**src/rtl/buzzer_tone_gen_pkg.sv**
```systemverilog
// buzzer_pkg: shared types and constants for the buzzer tone generator and the
// millisecond prescaler.
//   state_t   : note FSM states (IDLE, PLAY, GAP, DONE)
//   PERIOD_W  : width of the tone period field, in clocks
//   ms_ticks(): clocks per millisecond for a clock given in MHz
package buzzer_pkg;

  typedef enum logic [1:0] {
    IDLE = 2'd0,
    PLAY = 2'd1,
    GAP  = 2'd2,
    DONE = 2'd3
  } state_t;

  localparam int PERIOD_W = 20;

  function automatic int ms_ticks(input int clk_fre);
    return clk_fre * 1000;
  endfunction

endpackage

```
**src/rtl/buzzer_tone_gen_ms_tick.sv**
```systemverilog
// ms_tick_gen: millisecond prescaler. Counts 0..ms_ticks(CLK_FRE)-1 while en
// is high and raises tick during the last count of each millisecond.
//   clk   : system clock
//   rst_n : asynchronous active-low reset
//   clr   : synchronous restart of the count (wins over en)
//   en    : count enable
//   tick  : high for one clock at the end of each millisecond
module ms_tick_gen
  import buzzer_pkg::*;
#(
  parameter int CLK_FRE = 50
) (
  input  logic clk,
  input  logic rst_n,
  input  logic clr,
  input  logic en,
  output logic tick
);

  localparam int TICKS = ms_ticks(CLK_FRE);
  localparam int CW    = (TICKS > 1) ? $clog2(TICKS) : 1;
  localparam logic [CW-1:0] LAST = CW'(TICKS - 1);

  logic [CW-1:0] cnt;

  always_ff @(posedge clk or negedge rst_n) begin
    if (!rst_n)      cnt <= '0;
    else if (clr)    cnt <= '0;
    else if (en)     cnt <= (cnt == LAST) ? '0 : cnt + CW'(1);
  end

  // tick deliberately ignores clr: the FSM uses tick to decide when to clear,
  // so gating it here would close a combinational loop.
  assign tick = en && (cnt == LAST);

endmodule

```
**src/rtl/buzzer_tone_gen.sv**
```systemverilog
// buzzer_tone_gen: plays one note per valid/ready handshake as a square wave on
// the passive buzzer pin, then holds a silent gap so repeated notes articulate,
// then pulses done for one clock.
//   clk, rst_n  : system clock, asynchronous active-low reset
//   note_valid  : note request
//   note_ready  : high in IDLE and DONE, a note can be accepted
//   cycle       : tone period in clocks, 0 or 1 = rest
//   dur_ms      : note length in ms
//   duty_sel    : (BUZZER_DUTY_EN only) low-time duty 50/25/12.5/6.25 %
//   buzzer      : buzzer drive, 1 = off / idle level
//   busy        : high while a note or its gap is in progress
//   done        : one-clock pulse after note + gap
// Optional feature macro: BUZZER_DUTY_EN (adds duty_sel volume control).
module buzzer_tone_gen
  import buzzer_pkg::*;
#(
  parameter int CLK_FRE = 50,
  parameter int GAP_MS  = 10,
  parameter int DUR_W   = 16
) (
  input  logic                clk,
  input  logic                rst_n,
  input  logic                note_valid,
  output logic                note_ready,
  input  logic [PERIOD_W-1:0] cycle,
  input  logic [DUR_W-1:0]    dur_ms,
`ifdef BUZZER_DUTY_EN
  input  logic [1:0]          duty_sel,
`endif
  output logic                buzzer,
  output logic                busy,
  output logic                done
);

  // ms counter must hold both the longest note and the gap length
  localparam int GAP_W = (GAP_MS > 0) ? $clog2(GAP_MS + 1) : 1;
  localparam int CNT_W = (DUR_W > GAP_W) ? DUR_W : GAP_W;

  state_t               state, state_nxt;
  logic [PERIOD_W-1:0]  cycle_l, pcnt, half;
  logic [DUR_W-1:0]     dur_l;
  logic [CNT_W-1:0]     ms_cnt;
  logic [CNT_W:0]       ms_nxt;
  logic                 tick, accept, play_end, gap_end, tone;
`ifdef BUZZER_DUTY_EN
  logic [1:0]           duty_l;
`endif

  ms_tick_gen #(.CLK_FRE(CLK_FRE)) u_tick (
    .clk   (clk),
    .rst_n (rst_n),
    .clr   (accept | play_end),
    .en    (busy),
    .tick  (tick)
  );

  assign accept = note_valid && note_ready;

  // one bit wider than the counter so dur_ms = 2^DUR_W-1 compares without wrap
  assign ms_nxt   = {1'b0, ms_cnt} + (CNT_W + 1)'(1);
  assign play_end = (state == PLAY) && tick && (ms_nxt == (CNT_W + 1)'(dur_l));
  assign gap_end  = (state == GAP)  && tick && (ms_nxt == (CNT_W + 1)'(GAP_MS));

  always_ff @(posedge clk or negedge rst_n) begin
    if (!rst_n) state <= IDLE;
    else        state <= state_nxt;
  end

  always_comb begin
    state_nxt  = state;
    note_ready = 1'b0;
    busy       = 1'b0;
    done       = 1'b0;
    case (state)
      IDLE, DONE: begin
        note_ready = 1'b1;
        done       = (state == DONE);
        if (note_valid) begin
          if (dur_ms != '0)     state_nxt = PLAY;
          else if (GAP_MS != 0) state_nxt = GAP;
          else                  state_nxt = DONE;
        end else begin
          state_nxt = IDLE;
        end
      end
      PLAY: begin
        busy = 1'b1;
        if (play_end) state_nxt = (GAP_MS != 0) ? GAP : DONE;
      end
      GAP: begin
        busy = 1'b1;
        if (gap_end) state_nxt = DONE;
      end
      default: state_nxt = IDLE;
    endcase
  end

  assign tone = (cycle_l > PERIOD_W'(1));

  always_ff @(posedge clk or negedge rst_n) begin
    if (!rst_n) begin
      cycle_l <= '0;
      dur_l   <= '0;
      ms_cnt  <= '0;
      pcnt    <= '0;
`ifdef BUZZER_DUTY_EN
      duty_l  <= '0;
`endif
    end else if (accept) begin
      cycle_l <= cycle;
      dur_l   <= dur_ms;
      ms_cnt  <= '0;
      pcnt    <= '0;
`ifdef BUZZER_DUTY_EN
      duty_l  <= duty_sel;
`endif
    end else if (play_end) begin
      ms_cnt <= '0;
      pcnt   <= '0;
    end else begin
      if (tick) ms_cnt <= ms_nxt[CNT_W-1:0];
      if ((state == PLAY) && tone)
        pcnt <= (pcnt == cycle_l - PERIOD_W'(1)) ? '0 : pcnt + PERIOD_W'(1);
    end
  end

  // low phase length; the remainder of an odd period lands in the high phase
`ifdef BUZZER_DUTY_EN
  assign half = cycle_l >> ({1'b0, duty_l} + 3'd1);
`else
  assign half = cycle_l >> 1;
`endif

  assign buzzer = !((state == PLAY) && tone && (pcnt < half));

endmodule

```
**config.mk**
```make
export PLATFORM = sky130hd
export DESIGN_NAME = buzzer_tone_gen
export DESIGN_NICKNAME = d
export VERILOG_FILES = /design/src/rtl/buzzer_tone_gen_pkg.sv /design/src/rtl/buzzer_tone_gen_ms_tick.sv /design/src/rtl/buzzer_tone_gen.sv
export SDC_FILE = /design/constraint.sdc
export NUM_CORES = 1
export LEC_CHECK = 0
export BUFFER_PORTS_ARGS = -buffer_cell sky130_fd_sc_hd__buf_2
export CORE_MARGIN = 2
export CORE_UTILIZATION = 66
export CTS_CLUSTER_DIAMETER = 200
export DETAILED_ROUTE_END_ITERATION = 7
export PLACE_DENSITY = 0.86
export REMOVE_ABC_BUFFERS = 1
export SYNTH_ARGS = -nofsm -noshare
export SYNTH_HDL_FRONTEND = slang
export SYNTH_HIERARCHICAL = 1
export SYNTH_SLANG_ARGS = --single-unit
```
**constraint.sdc**
```tcl
create_clock -name clk -period 6.65 [get_ports clk]
set_input_delay 0.3325 -clock clk [delete_from_list [all_inputs] [get_ports clk]]
set_output_delay 0.3325 -clock clk [all_outputs]
set_load 0.02 [all_outputs]
```
==> metrics <==
initial antenna violation count 0; final setup violating endpoints 0; Hold-fix buffers, CTS 1; static leakage 0.00285 µW; Max VDD drop 291 µV; Hold WS 0.189 ns; Die Width 101 µm; Antenna Violating Nets Remaining 0; Synth Register Bits 90; vias in the first global route 4995; Place WS 2.26 ns; Hold Fails Final Rpt 0; HP Class input pin to flop; CP Class flop to flop; status completed; sequence of cells on the critical path inv_1 -> ha_1 -> inv_1 -> inv_1 -> nor2_1 -> o311a_1 -> nor4bb_1 -> a22o_1 -> o2111ai_1 -> nor4_1 -> xnor2_1 -> nor2_1; postcts setup bufs 0; placed insts 771; Clock Sink Count 90; Placer Congestion 0.901; Setup crit start kind flop; worst setup margin 2.19 ns; TritonCTS buffer count 9; met3 global-route usage 0.0381; clock tree buffer depth 2; Post-Layout Cell Count 786; total of max-cap violations 0; GRT Util Overall 0.289; drt drc 0; Top delay family on crit path simple AND/OR/NAND/NOR gates; met2 usage in global routing 0.512; Final min period 4.46 ns; H-tree levels 3; nets@finish 738; CTS tree yes; met1 Use GR 0.362; sequential area share after synthesis 0.363; total vias in the final route 5032; area taken by flip-flops and latches 2250 µm²; Mapped Area 6200 µm²; post-cts resize count 0; initial DRC count 329; Worst-Skew Late Latency 0.37 ns; die area 10200 µm²; Relative slew margins 0.262; core region area 9200 µm²; Synth Area in Compound Gates 0.105; chip height 101 µm; Setup TNS 0 ns; Mean Syn Cell Area 9.56 µm²; crit path capture type flop; largest family of logic cells by synthesized area simple AND/OR/NAND/NOR gates; port bufs 42; grt ovf 0; most used cell, CP inv_1; Mapped Cells 648; worst slew pin tran 1.10 ns; first-pass GRT wire length 23.4 mm; Post-synth EDFFs 0; slowest stage delay, CP 0.86 ns; routed vias/inst 6.40; Layout fillers 673; Final Slew Violations 0; post-synthesis async set-or-reset flop share 1.00; achievable frequency 224 MHz; row cnt 35; worst-path maximum fanout 26; slowest CP cell nor2_1; Buffers & Inverters on Critical Path 3; clk root buf clkbuf_8; count of cell types in the netlist 75; Starting Density 0.674; adder-cell share of the synthesized area 0.0561; Synth Area in XOR/XNOR 0.130; unrepaired setup endpoints after global routing false; area of the multi-input gates 3660 µm²; final worst path period share 0.671; Worst Skew 0.00700 ns; Top FF cell, synth dfrtp_1; Ant. Diodes 0; DP HPWL 10.2 mm; PD cells 337 nW/µm²; most frequent cells in the layout dfrtp_1 (90), nor2_1 (61), xnor2_1 (48); largest net degree at the start of global routing 48; Arr. time, crit path 4.72 ns; Worst Path Required 6.90 ns; share of layout cells above drive strength 1 0.197; Routed WL per cell 17.5 µm; area delta synth->final 6.34%; commonest non-fill, non-tap cell in the layout dfrtp_1; I/O pin total 43; grt peak-use layer met2; multiplexer share of the synthesized area 0.0789; Clock Pin Slew Worst Setup and Hold Paths 0.09 ns; 1st-pass router iterations 5; yosys warns 6; Simple-Gate Fraction of Synth Area 0.221; total wire length 13.8 mm
## flip-flops by register name (all words and copies together), names as in the netlist
name and count:
u_tick/cnt 16, dur_l 16, cycle_l 20, pcnt 20, ms_cnt 16, state 2
## power by group
| group | internal, µW | switching, µW | leakage (µW) |
|---|---|---|---|
| Combinational | 448 | 549 | 0.00159 |
| Clock | 168 | 187 | 0.0000918 |
| Sequential | 685 | 185 | 0.00117 |
## metal layers
layer  vias to the layer above  routed length, µm
li1                       2350                  -
met2                       164               7200
met3                        35                633
met4                         0                367
met1                      2483               5580
met5                         -                  0
## cell families after synthesis
group | after synthesis
xor gates and xnor gates | 92
DFF | 90
buffers and inverters | 66
and+or+nand+nor | 245
muxes | 44
AOI/OAI and AO/OA | 83
adders and majority gates | 28
## area by class of cell
cell class,count,area share
Clock inverter,4,0.00684
Inverter,34,0.0194
Tap cell,111,0.0211
Multi-Input combinational cell,492,0.556
Clock buffer,10,0.0194
Sequential cell,90,0.342
Timing Repair Buffer,45,0.0361
## cells in the mapped netlist, drive strengths merged (4+ instances only)
cell type / n / area (µm²)
a211oi: 4 / 30.0
a21o: 6 / 45.0
a21oi: 8 / 40.0
a31oi: 5 / 31.3
a41oi: 4 / 53.8
and3: 9 / 58.8
and4: 6 / 55.1
buf: 11 / 77.6
clkbuf: 21 / 78.8
dfrtp: 90 / 2250
ha: 27 / 338
inv: 34 / 128
mux2: 39 / 439
mux2i: 5 / 50.1
nand2: 38 / 143
nand2b: 6 / 37.5
nand3: 25 / 130
nand4: 23 / 156
nor2: 71 / 292
nor3: 20 / 100
nor4: 17 / 125
o21a: 4 / 30.0
o21ai: 21 / 105
or2: 4 / 25.0
or3: 7 / 51.3
xnor2: 48 / 420
xor2: 44 / 385
## final timing paths
path                            slack [ns]       from  cells after the start            end
worst max register to register        2.19   state[0]                     12  u_tick/cnt[9]
min in group asynchronous             0.49      rst_n                      2     cycle_l[6]
max in group asynchronous             5.16      rst_n                      3    cycle_l[18]
worst max-delay path                  2.19   state[0]                     12  u_tick/cnt[9]
worst min register to register        0.54  dur_l[12]                      1      dur_l[12]
worst min-delay path                  0.19  cycle[14]                      2    cycle_l[14]
## worst register-to-register path: cells and delay by family, from the launching register on
| family | cells | cell delay [ns] |
|---|---|---|
| AOI/OAI and AO/OA | 3 | 1.49 |
| xor gates and xnor gates | 1 | 0.16 |
| adders and majority gates | 1 | 0.34 |
| buffers and inverters | 3 | 0.44 |
| DFF | 1 | 0.39 |
| and+or+nand+nor | 4 | 1.53 |
## metrics by stage
stage	utilization	area, µm²	power (µW)
3_5_place_dp	0.697	6410	1870
2_1_floorplan	-	6040	1600
4_1_cts	0.717	6590	2230
6_report	0.717	6590	2220
3_3_place_gp	0.697	6410	1810
5_1_grt	0.717	6590	2390
Power figures use the tool's default switching activity.
